===== config.mk =====
export PLATFORM = sky130hd
export DESIGN_NAME = block_fetch_buffer
export DESIGN_NICKNAME = d
export VERILOG_FILES = /design/src/rtl/block_fetch_buffer.sv
export SDC_FILE = /design/constraint.sdc
export NUM_CORES = 1
export LEC_CHECK = 0
export BUFFER_PORTS_ARGS = -buffer_cell sky130_fd_sc_hd__buf_2
export CORE_UTILIZATION = 50
export DETAILED_ROUTE_END_ITERATION = 8
export PLACE_DENSITY = 0.77
export SLEW_MARGIN = 20
export SYNTH_ARGS = -nofsm -noshare
export SYNTH_HDL_FRONTEND = slang
export SYNTH_SLANG_ARGS = --single-unit

===== constraint.sdc =====
create_clock -name Clock -period 5.1 [get_ports Clock]
set_input_delay 0.51 -clock Clock [delete_from_list [all_inputs] [get_ports Clock]]
set_output_delay 0.51 -clock Clock [all_outputs]
set_load 0.02 [all_outputs]

===== src/rtl/block_fetch_buffer.sv =====
// rtl/block_fetch_buffer.sv - fetches a frame block by block from SRAM into a two-bank block buffer
//
// Ports:
//   Clock, Resetn            clock, asynchronous active-low reset
//   Start                    one-cycle pulse, begins a frame fetch (honoured only when idle)
//   SRAM_address, SRAM_we_n  registered read address; write enable held inactive
//   SRAM_read_data           word for the address presented two cycles earlier
//   Buf_wr_en/address/data   write port into the two-bank buffer (bank*BLOCK_DIM^2 + r*BLOCK_DIM + c)
//   Block_ready              per-bank flag: bank holds a complete block
//   Block_release            per-bank pulse from the consumer freeing a bank
//   Block_count              blocks completely written this frame
//   Done                     one-cycle pulse after the last block's final write
module block_fetch_buffer #(
    parameter int BLOCK_DIM      = 8,
    parameter int ROW_STRIDE     = 320,
    parameter int BASE_ADDR      = 76800,
    parameter int BLOCKS_PER_ROW = 40,
    parameter int BLOCK_ROWS     = 30,
    parameter int ADDR_W         = 18,
    parameter int DATA_W         = 16
) (
    input  logic                                     Clock,
    input  logic                                     Resetn,
    input  logic                                     Start,
    output logic [ADDR_W-1:0]                        SRAM_address,
    input  logic [DATA_W-1:0]                        SRAM_read_data,
    output logic                                     SRAM_we_n,
    output logic                                     Buf_wr_en,
    output logic [$clog2(2*BLOCK_DIM*BLOCK_DIM)-1:0] Buf_wr_address,
    output logic [DATA_W-1:0]                        Buf_wr_data,
    output logic [1:0]                               Block_ready,
    input  logic [1:0]                               Block_release,
    output logic [15:0]                              Block_count,
    output logic                                     Done
);
    localparam int LB    = $clog2(BLOCK_DIM);
    localparam int IW    = 2 * LB;
    localparam int TOTAL = BLOCKS_PER_ROW * BLOCK_ROWS;

    // Address steps; negative intermediate values wrap modulo 2^ADDR_W as intended.
    localparam logic [ADDR_W-1:0] BASE      = ADDR_W'(BASE_ADDR);
    localparam logic [ADDR_W-1:0] COL_STEP  = ADDR_W'(1);
    localparam logic [ADDR_W-1:0] ROW_STEP  = ADDR_W'(ROW_STRIDE - BLOCK_DIM + 1);
    localparam logic [ADDR_W-1:0] BLK_STEP  = ADDR_W'(BLOCK_DIM);
    localparam logic [ADDR_W-1:0] BROW_STEP = ADDR_W'(BLOCK_DIM * ROW_STRIDE - (BLOCKS_PER_ROW - 1) * BLOCK_DIM);

    typedef enum logic [2:0] {IDLE, WAIT_BANK, ISSUE, DRAIN, DONE} state_t;

    state_t            state, next_state;
    logic [IW-1:0]     idx;        // r*BLOCK_DIM + c of the address currently presented
    logic              bank;       // bank of the block being issued / waited for
    logic [ADDR_W-1:0] blk_base;   // SRAM address of sample (0,0) of that block
    logic [15:0]       bx;
    logic [15:0]       blk_num;    // advances when a block's last address is issued
    logic              drain_cnt;
    logic              s1_v;
    logic [IW:0]       s1_addr;

    logic              idx_last, col_last, more_blocks, fill_done, fill_bank;
    logic [ADDR_W-1:0] next_base;

    assign idx_last    = &idx;
    assign col_last    = &idx[LB-1:0];
    assign more_blocks = (blk_num != 16'(TOTAL - 1));
    assign next_base   = (bx == 16'(BLOCKS_PER_ROW - 1)) ? blk_base + BROW_STEP : blk_base + BLK_STEP;
    assign fill_done   = Buf_wr_en && (&Buf_wr_address[IW-1:0]);
    assign fill_bank   = Buf_wr_address[IW];

    assign SRAM_we_n   = 1'b1;
    assign Done        = (state == DONE);
    // Read data arrives in the write cycle itself; gating keeps the port at 0 when idle.
    assign Buf_wr_data = Buf_wr_en ? SRAM_read_data : '0;

    always_ff @(posedge Clock or negedge Resetn) begin
        if (!Resetn) state <= IDLE;
        else         state <= next_state;
    end

    always_comb begin
        next_state = state;
        case (state)
            IDLE:      if (Start) next_state = WAIT_BANK;
            WAIT_BANK: if (!Block_ready[bank]) next_state = ISSUE;
            ISSUE: begin
                // Chain straight into the next block when its bank is already free,
                // letting the current block's last reads drain underneath it.
                if (idx_last) begin
                    if (more_blocks && !Block_ready[~bank]) next_state = ISSUE;
                    else                                    next_state = DRAIN;
                end
            end
            DRAIN: begin
                if (drain_cnt) next_state = (blk_num == 16'(TOTAL)) ? DONE : WAIT_BANK;
            end
            DONE:      next_state = IDLE;
            default:   next_state = IDLE;
        endcase
    end

    always_ff @(posedge Clock or negedge Resetn) begin
        if (!Resetn) begin
            SRAM_address   <= '0;
            idx            <= '0;
            bank           <= 1'b0;
            blk_base       <= '0;
            bx             <= '0;
            blk_num        <= '0;
            drain_cnt      <= 1'b0;
            s1_v           <= 1'b0;
            s1_addr        <= '0;
            Buf_wr_en      <= 1'b0;
            Buf_wr_address <= '0;
        end else begin
            case (state)
                IDLE: begin
                    if (Start) begin
                        blk_base <= BASE;
                        bx       <= '0;
                        blk_num  <= '0;
                        bank     <= 1'b0;
                    end
                end
                WAIT_BANK: begin
                    if (!Block_ready[bank]) begin
                        SRAM_address <= blk_base;
                        idx          <= '0;
                    end
                end
                ISSUE: begin
                    if (!idx_last) begin
                        idx          <= idx + IW'(1);
                        SRAM_address <= SRAM_address + (col_last ? ROW_STEP : COL_STEP);
                    end else begin
                        blk_base  <= next_base;
                        bx        <= (bx == 16'(BLOCKS_PER_ROW - 1)) ? 16'd0 : bx + 16'd1;
                        blk_num   <= blk_num + 16'd1;
                        bank      <= ~bank;
                        drain_cnt <= 1'b0;
                        if (next_state == ISSUE) begin
                            SRAM_address <= next_base;
                            idx          <= '0;
                        end
                    end
                end
                DRAIN:   drain_cnt <= 1'b1;
                default: ;
            endcase
            // Two-stage delay matching the SRAM read latency.
            s1_v           <= (state == ISSUE);
            s1_addr        <= {bank, idx};
            Buf_wr_en      <= s1_v;
            Buf_wr_address <= s1_addr;
        end
    end

    // A completing fill takes priority over a same-edge release of that bank.
    always_ff @(posedge Clock or negedge Resetn) begin
        if (!Resetn) begin
            Block_ready <= 2'b00;
            Block_count <= '0;
        end else begin
            if (fill_done && !fill_bank)  Block_ready[0] <= 1'b1;
            else if (Block_release[0])    Block_ready[0] <= 1'b0;
            if (fill_done && fill_bank)   Block_ready[1] <= 1'b1;
            else if (Block_release[1])    Block_ready[1] <= 1'b0;
            if (state == IDLE && Start)   Block_count <= '0;
            else if (fill_done)           Block_count <= Block_count + 16'd1;
        end
    end
endmodule


# After elaboration in Yosys (flattened, before gate mapping)

Cells that the tools add are included.
W data, S select, Z words.

Memory bits (read-only): 0
Memory bits (writable): 0
Flip-flop bits (word level): 113
Latch bits: 0
Output and inout port bits: 62
Memories kept: 0

Order comparisons: 2
Add/sub/neg operators: 7
Equality and inequality tests: 12
Divide/modulo/power cells: 0
Multiplexer cells: 42
Shift operators: 0
Bitwise logic cells: 1
Reductions and logical operators: 20
$mul: 0

Operators with widths:

| kind                     | count |
|---|---|
| $mux W16                 | 7 |
| $mux W18                 | 6 |
| $pmux W18 S2             | 2 |
| $pmux W16 S2             | 2 |
| $add A16 B1 Y16 const B  | 3 |
| $add A18 B12 Y18 const B | 1 |
| $add A18 B4 Y18 const B  | 1 |
| $add A18 B9 Y18          | 1 |
| $mux W6                  | 3 |
| $eq A16 B11 Y1 const B   | 1 |
| $eq A16 B6 Y1 const B    | 1 |
| $ne A16 B11 Y1 const B   | 1 |
| $mux W3                  | 5 |
| $mux W1                  | 12 |
| $pmux W3 S4              | 1 |
| $pmux W6 S2              | 1 |
| $reduce_and A6 Y1        | 2 |
| $reduce_bool A2 Y1       | 6 |
| $eq A3 B2 Y1 const B     | 3 |
| $mux W9                  | 1 |
| $reduce_and A3 Y1        | 3 |
| $add A6 B1 Y6 const B    | 1 |
| $ne A2 B2 Y1 const B     | 3 |
| $logic_and A1 B1 Y1      | 5 |
| other kinds (9)          | 12 |

# Longest topological paths before layout

Gate-level depths: netlist of the first run.

Word-level depth: 12
Gate-level depth with buffers: 11
Gate-level depth less buffers: 11

# Worst setup path before layout of the first run

Ideal clock, no wire load.

Kind: register to register
From: register bx[0]
To: register SRAM_address[13]
Stages on the path, launching flop included: 12
Data required time: 4974 ps
Clock period less this slack: 2694 ps
Slack: 2406 ps
Data arrival time: 2568 ps
Cells stage by stage: dfrtp_1 -> ha_1 -> nor4bb_1 -> nand4_1 -> inv_1 -> ha_1 -> and4_1 -> a21boi_0 -> o21ai_0 -> a21oi_1 -> a21boi_0 -> o32a_1

Longest elaborated chain between the ends: 5

RTL lines:

| what                   | RTL line | source |
|---|---|---|
| start, declared        | 53       | `logic [15:0] bx;` |
| start signal, assigned | 135      | `bx <= (bx == 16'(BLOCKS_PER_ROW - 1)) ? 16'd0 : bx + 16'd1;` |
| $eq A16 B6 Y1          | 65       | `assign next_base = (bx == 16'(BLOCKS_PER_ROW - 1)) ? blk_base + BROW_STEP : blk_base + BLK_STEP;` |
| $mux W18               | 65       |  |
| $mux W18               | 139      | `if (next_state == ISSUE) begin` |
| $mux W18               | 130      | `if (!idx_last) begin` |
| $pmux W18 S2           | 114      | `case (state)` |
| end signal, assigned   | 125      | `SRAM_address <= blk_base;` |
| end signal, assigned   | 132      | `SRAM_address <= SRAM_address + (col_last ? ROW_STEP : COL_STEP);` |
| end signal, assigned   | 140      | `SRAM_address <= next_base;` |
| end, declared          | 25       | `output logic [ADDR_W-1:0] SRAM_address,` |

Every way passes these cells. The select of a mux whose other input is x is not followed.
A chain may end at the register's enable or synchronous reset.

# Worst setup path in the final report of the first run

From: register state[0]
To: register SRAM_address[11]

Longest elaborated chain between the ends: 5
Elaborated cells on any way between the ends: 15
Those cells by class: eq/ne: 6; mux: 6; reduce/logical: 3

RTL lines:

| what                                       | RTL line | source |
|---|---|---|
| start, declared                            | 49       | `state_t state, next_state;` |
| start signal, assigned                     | 76       | `else state <= next_state;` |
| $eq A3 B2 Y1, or another cell as far along | 81       | `case (state)` |
| $pmux W3 S4                                | 81       |  |
| $eq A3 B2 Y1                               | 139      |  |
| $ne A3 B3 Y1 (no source line)              | -        |  |
| $reduce_and A3 Y1 (no source line)         | -        |  |

Parallel ways exist; a longest one is shown, timed or not.

==> results of run 1 <==
==> synth_stat cells, drive strengths merged, types with 3 or more instances <==
cell    number
and3         6
nor4         7
dfrtp      110
a21boi       3
nor3b        3
and4        10
o21bai       4
xor2        29
a22o         5
o31ai       11
a21oi       31
nor3        10
a31oi       16
or3          5
and2        18
a21o         3
ha          15
nand2       69
o211ai       3
nand3       28
nor4b        4
a211oi       6
inv         15
clkbuf      25
xnor2       15
buf          4
nor2        62
nand4       19
o21ai       58
o22ai        4
==> report_power, final <==
| group | total [mW] | switching (mW) | internal [mW] | leakage, nW |
|---|---|---|---|---|
| clock network | 0.797 | 0.353 | 0.444 | 0.166 |
| logic | 0.860 | 0.570 | 0.291 | 1.45 |
| registers | 1.11 | 0.133 | 0.972 | 1.47 |
==> final cells by class <==
cell class	count	area (um2)
repair buffers	88	464
clock inverters	7	111
inverters	15	56.3
fillers	1002	4680
well taps	143	179
flip-flops and latches	110	2750
multi-input cells	480	2950
clock buffers	9	225
==> per-layer routing <==
metal	vias to the layer above	part of all wire	wire, um
met5	-	0	0
met4	0	0.018	252
met3	20	0.065	931
met2	223	0.48	6830
met1	2496	0.44	6230
li1	2435	-	-
==> kinds of logic (layout without fill, tap and decap cells) <==
family          after synthesis  in the layout  synth area share
other cells                   1              1          0.000638
xor+xnor                     44             44            0.0656
simple gates                252            252             0.219
mux                           3              3           0.00553
compound gates              165            165             0.178
fa+ha+maj                    15             15            0.0319
flops                       110            110             0.468
buf+inv                      44            119            0.0315
==> metrics by stage <==
step	setup slack, ns	power (mW)	cells	hold WS (ns)	utilization
after floorplan	2.41	1.71	634	0.214	-
after global placement	2.04	1.94	836	0.333	0.560
after CTS	1.94	2.78	852	0.334	0.590
final	1.87	2.76	852	0.202	0.590
after detailed placement	1.97	1.98	836	0.335	0.560
after global routing	1.63	2.91	852	0.265	0.590
==> state kept, by name, indices dropped and copies added (netlist names) <==
signal / flops
SRAM_address: 18
Block_count: 16
blk_num: 16
bx: 16
blk_base: 15
Buf_wr_address: 7
s1_addr: 7
idx: 6
state: 3
Block_ready: 2
Buf_wr_en: 1
bank: 1
drain_cnt: 1
s1_v: 1
==> worst max path at each step <==
stage | start | endpoint | slack (ns) | depth (start not counted)
floorplan | bx[0] | SRAM_address[13] | 2.41 | 11
global placement | state[0] | blk_num[9] | 2.04 | 7
detailed placement | state[0] | blk_num[9] | 1.97 | 7
finish | state[0] | SRAM_address[11] | 1.87 | 6
CTS | state[0] | blk_num[9] | 1.94 | 7
global route | bx[0] | SRAM_address[16] | 1.63 | 11
==> qor.yml, run 1 <==
clocking:
  clk_pin_slew_ns: 0.08
  ctsResizeCount: 0
  cts_tree: "built"
  holdBufCountCts: 0
  numCtsBuffers: 9
  clock_latency_ns: 0.36
  cts_sinks: 110
  cts_max_level: 3
  cts.path.max_buffers: 2
  post_cts_buffers: 0
  cts_root_buffer: "clkbuf_16"
synth:
  synth_flop_cell: "dfrtp_1"
  syn-num-nets: 670
  synth_top_area_frac: 0.468
  yosysUniqueCellTypes: 67
  async_flop_share: 1.00
  yosys_register_bits: 110
  yosysSeqAreaShare: 0.468
  synth_edf_count: 0
  avgSynthCellArea_um2: 9.27
  netlist_area_mm2: 0.00588
  ys_warn_count: 0
  synthCells: 634
  synth.area.top_cells: "dfrtp_1 (47%), o21ai_0 (4.5%), nand2_1 (4.4%), xor2_1 (4.3%), nor2_1 (4.0%)"
  synth_top_area_cell: "dfrtp_1"
layout:
  n_antenna_cell: 0
  drive_gt1_frac: 0.168
  fin_area_mm2: 0.00674
  layout_commonest_cell: "dfrtp_1"
  final_cell_mix: "dfrtp_1 (110), buf_2 (80), nand2_1 (69)"
  syn2layout_area_growth_pct: 14.6
  layout.nets: 740
timing:
  worst_pin_slew_ns: 0.867
  fmax_ghz: 0.309
  finalSetupTns_ns: 0
  finClkSkew_ns: 0.00792
  maxSlewViolCount: 0
  hold_viol: 0
  maxSlewHeadroom: 0.422
  finalSetupViolCount: 0
  rsz0062_at_grt: "false"
  fin_crit_ns: 3.23
  finalCritPeriodShare: 0.634
worst_setup_path:
  crit_chain: "or3b_1, inv_2, nand2_1, nor4b_1, a221oi_1, o21ai_1"
  slowest_stage: "or3b_1"
  crit_path_end_kind: "flop"
  ff2ff_setup_slack_ns: 1.87
  worstSetupPathType: "flop to flop"
  worst-r2r-cell-count: 6
  arrival_ns: 3.52
  cp.required_ns: 5.38
  r2r-end: "SRAM_address[11]"
  worstPathMaxFanout: 21
  crit_family: "simple AND/OR/NAND/NOR gates"
  critPathMaxStageDelay_ns: 0.75
  critical_path_buf_inv_count: 1
  cp-start-kind: "flop"
  crit-reg2reg-launch: "state[0]"
grt:
  antenna_found_initial: 0
  grt_util_all_layers: 0.241
  grt_max_degree: 84
  busiest_layer: "met2"
  grtUsageMet1: 0.329
  grt_pass1_vias: 4895
  grt_pass1_wl_um: 24000
  overflow: 0
  grt_util_met2: 0.383
  use_met3: 0.0554
routing:
  vias: 5174
  drt_iter0_drc: 400
  post_drt_wl_per_cell_um: 16.7
  drc: 0
  first_pass_iters: 4
  routed_wl_um: 14200
  vias_per_cell: 6.07
  ant_nets: 0
power_and_ir_drop:
  p_per_area_mw_per_mm2: 410
  p_leak_nw: 3.09
  ir_drop_v: 0.000337
placed_design:
  post_dp_cell_area_mm2: 0.00640
  port-buffer-count: 81
  gp_congestion: 0.905
  post-dp-hpwl_um: 9760
floorplanning:
  start_util: 0.515
  die_y_um: 110
  io_pins: 83
  die_w_um: 110
  dieArea_mm2: 0.0122
  fp.coreArea_mm2: 0.0114
  rows: 39
min_path:
  min_path_type: "primary input to async pin"
outcome:
  status: "complete, no violations"
job:
  cap_violations: 0
Power figures use the tool's default switching activity.
==> inputs of run 2 (changes only) <==
PLACE_DENSITY = 0.8   (was 0.77)
clock period = 2.69 ns   (was 5.1 ns; I/O delays follow)
==> run 2 against run 1 <==
Effect of this change:
- hold slack worse by 0.12 ns
- sequential share of layout area decreased by 2.3 points
- largest cell class unchanged
- maximum frequency up 23%
- clock power grew 69%
- critical path depth up 5
- power rose by 92%
- wire length is 3.9% higher
- die area unchanged
- combinational power up 120%
- sequential power is 83% higher
- clock-buffer cell count rose by 1
==> qor.yml, run 2 (synthesis results as in run 1) <==
outcome:
  status: "complete, no violations"  # unchanged
power_and_ir_drop:
  swShare: 0.387  # was 0.382
  ir_drop_v: 0.000699  # was 0.000337 V
  p_sw_mw: 2.05  # was 1.06 mW
  seq_power_share: 0.383  # was 0.400
  p_int_mw: 3.25  # was 1.71 mW
  p_leak_nw: 3.23  # was 3.09 nW
  p_per_area_mw_per_mm2: 742  # was 410 mW/mm2
  p_comb_frac: 0.361  # was 0.312
  clockPowerShare: 0.255  # was 0.288
layout:
  multi_input_area_mm2: 0.00310  # was 0.00295 mm2
  final_cell_count_no_fill: 886  # was 852
  drive_gt1_frac: 0.234  # was 0.168
  fillers: 936  # was 1002
  largest_register: "SRAM_address"  # unchanged
  ff_latch_area_mm2: 0.00275  # unchanged
  n_antenna_cell: 0  # unchanged
  final_cell_mix: "dfrtp_1 (110), buf_2 (80), nand2_1 (69)"  # unchanged
  layout_commonest_cell: "dfrtp_1"  # unchanged
  layout.nets: 774  # was 740
  syn2layout_area_growth_pct: 21.4  # was 14.6%
  largest_reg_flops: 18  # unchanged
floorplanning:
  die_w_um: 110  # unchanged
  rows: 39  # unchanged
  fp.coreArea_mm2: 0.0114  # unchanged
  die_y_um: 110  # unchanged
  io_pins: 83  # unchanged
  dieArea_mm2: 0.0122  # unchanged
  start_util: 0.515  # unchanged
grt:
  grt_max_degree: 61  # was 84
  antenna_found_initial: 0  # unchanged
  grt_util_all_layers: 0.244  # was 0.241
  grt_pass1_wl_um: 24300  # was 24000 um
  overflow: 0  # unchanged
  grt_pass1_vias: 5092  # was 4895
routing:
  vias_per_cell: 5.98  # was 6.07
  routed_wl_um: 14800  # was 14200 um
  ant_nets: 0  # unchanged
  drc: 0  # unchanged
  vias: 5299  # was 5174
  post_drt_wl_per_cell_um: 16.7  # about the same
  first_pass_iters: 5  # was 4
  drt_iter0_drc: 410  # was 400
min_path:
  min_path_type: "primary input to flop"  # was primary input to async pin
timing:
  rsz0062_at_grt: "true"  # was false
  fin_crit_ns: 2.63  # was 3.23 ns
  finalCritPeriodShare: 0.977  # was 0.634
  hold_viol: 0  # unchanged
  finClkSkew_ns: 0.00950  # was 0.00792 ns
  fmax_ghz: 0.381  # was 0.309 GHz
  maxSlewHeadroom: 0.432  # was 0.422
  maxSlewViolCount: 0  # unchanged
  finalSetupTns_ns: 0  # unchanged
  worst_pin_slew_ns: 0.853  # was 0.867 ns
  finalSetupViolCount: 0  # unchanged
clocking:
  clock_latency_ns: 0.36  # about the same
  cts_max_level: 3  # unchanged
  numCtsBuffers: 9  # unchanged
  cts_tree: "built"  # unchanged
  cts.path.max_buffers: 2  # unchanged
  cts_sinks: 110  # unchanged
  clk_pin_slew_ns: 0.08  # about the same
  cts_root_buffer: "clkbuf_16"  # unchanged
worst_setup_path:
  worstPathMaxFanout: 4  # was 21
  crit_path_end_kind: "flop"  # unchanged
  critPathMaxStageDelay_ns: 0.39  # was 0.75 ns
  cp.required_ns: 2.94  # was 5.38 ns
  arrival_ns: 2.88  # was 3.52 ns
  slowest_stage: "dfrtp_1"  # was or3b_1
  critical_path_buf_inv_count: 1  # unchanged
  crit_family: "compound AO/OA/AOI/OAI gates"  # was simple AND/OR/NAND/NOR gates
  crit_chain: "ha_2, nor4bb_4, nand4_1, inv_2, ha_1, and4_1, a21boi_4, o21ai_2, o21bai_1, a21boi_1, o32a_1"  # was or3b_1, inv_2, nand2_1, nor4b_1, a221oi_1, o21ai_1
  cp-start-kind: "flop"  # unchanged
  worstSetupPathType: "flop to flop"  # unchanged
placed_design:
  port-buffer-count: 81  # unchanged
  post-dp-hpwl_um: 10400  # was 9760 um
  gp_congestion: 0.850  # was 0.905
  dp_cells: 868  # was 836
job:
  cap_violations: 0  # unchanged
## run 2: final timing paths
kind	from	end	slack, ns	cells past startpoint
max	bx[0]	SRAM_address[13]	0.06	11
min	Block_release[1]	Block_ready[1]	0.08	2
min reg2reg	s1_addr[6]	Buf_wr_address[6]	0.35	0
min in group asynchronous	Resetn	Block_count[12]	0.47	2
max reg2reg	bx[0]	SRAM_address[13]	0.06	11
max in group asynchronous	Resetn	SRAM_address[7]	1.46	3
## run 2: power by group through the flow
| stage | logic [mW] | clock network, mW | registers, mW |
|---|---|---|---|
| 6_report | 1.91 | 1.35 | 2.03 |
| 5_1_grt | 2.08 | 1.44 | 2.06 |
| 4_1_cts | 1.87 | 1.37 | 2.03 |
| 3_5_place_dp | 1.85 | 0 | 2.05 |
| 3_3_place_gp | 1.81 | 0 | 2.04 |
| 2_1_floorplan | 1.06 | 0 | 2.19 |
## run 2: repair_timing
item,in CTS,in global routing
setup endpoints to repair,6,13
resized for setup,8,25
buffers inserted,0,1
hold buffers,1,0
pin swaps,0,6
endpoints found under the hold margin,50,0
## run 2: layout make-up
| class | instances | share of cell area |
|---|---|---|
| clock inverter | 6 | 0.00877 |
| inverter | 15 | 0.00789 |
| multi-input combinational | 480 | 0.435 |
| sequential | 110 | 0.386 |
| tap | 143 | 0.0251 |
| clock buffer | 10 | 0.0335 |
| timing repair buffer | 122 | 0.104 |
## run 2: worst register-to-register path, delay by kind of cell (launching register included)
kind            cells  cell delay, ns
buf+inv             1            0.15
fa+ha+maj           2            0.45
flops               1            0.39
compound gates      5            0.89
simple gates        3            0.63
## run 2: per-layer routing
metal	vias up	GRT usage	wire length, um
li1	2505	-	-
met1	2555	0.308	6220
met2	211	0.416	7380
met3	28	0.0587	951
met4	0	0.0684	252
met5	-	0	0
## run 2: metrics by stage
stage / worst slack (ns) / hold WS, ns / power (mW) / instance area, um2 / util
after CTS: -0.0138 / 0.0764 / 5.26 / 7000 / 0.613
after detailed placement: -0.120 / 0.331 / 3.91 / 6660 / 0.583
after floorplan: 0.00231 / -0.0266 / 3.24 / 5880 / -
final: 0.0628 / 0.0816 / 5.30 / 7140 / 0.625
after global routing: -0.0606 / 0.0823 / 5.58 / 7140 / 0.625
after global placement: 0.0165 / 0.324 / 3.85 / 6660 / 0.583
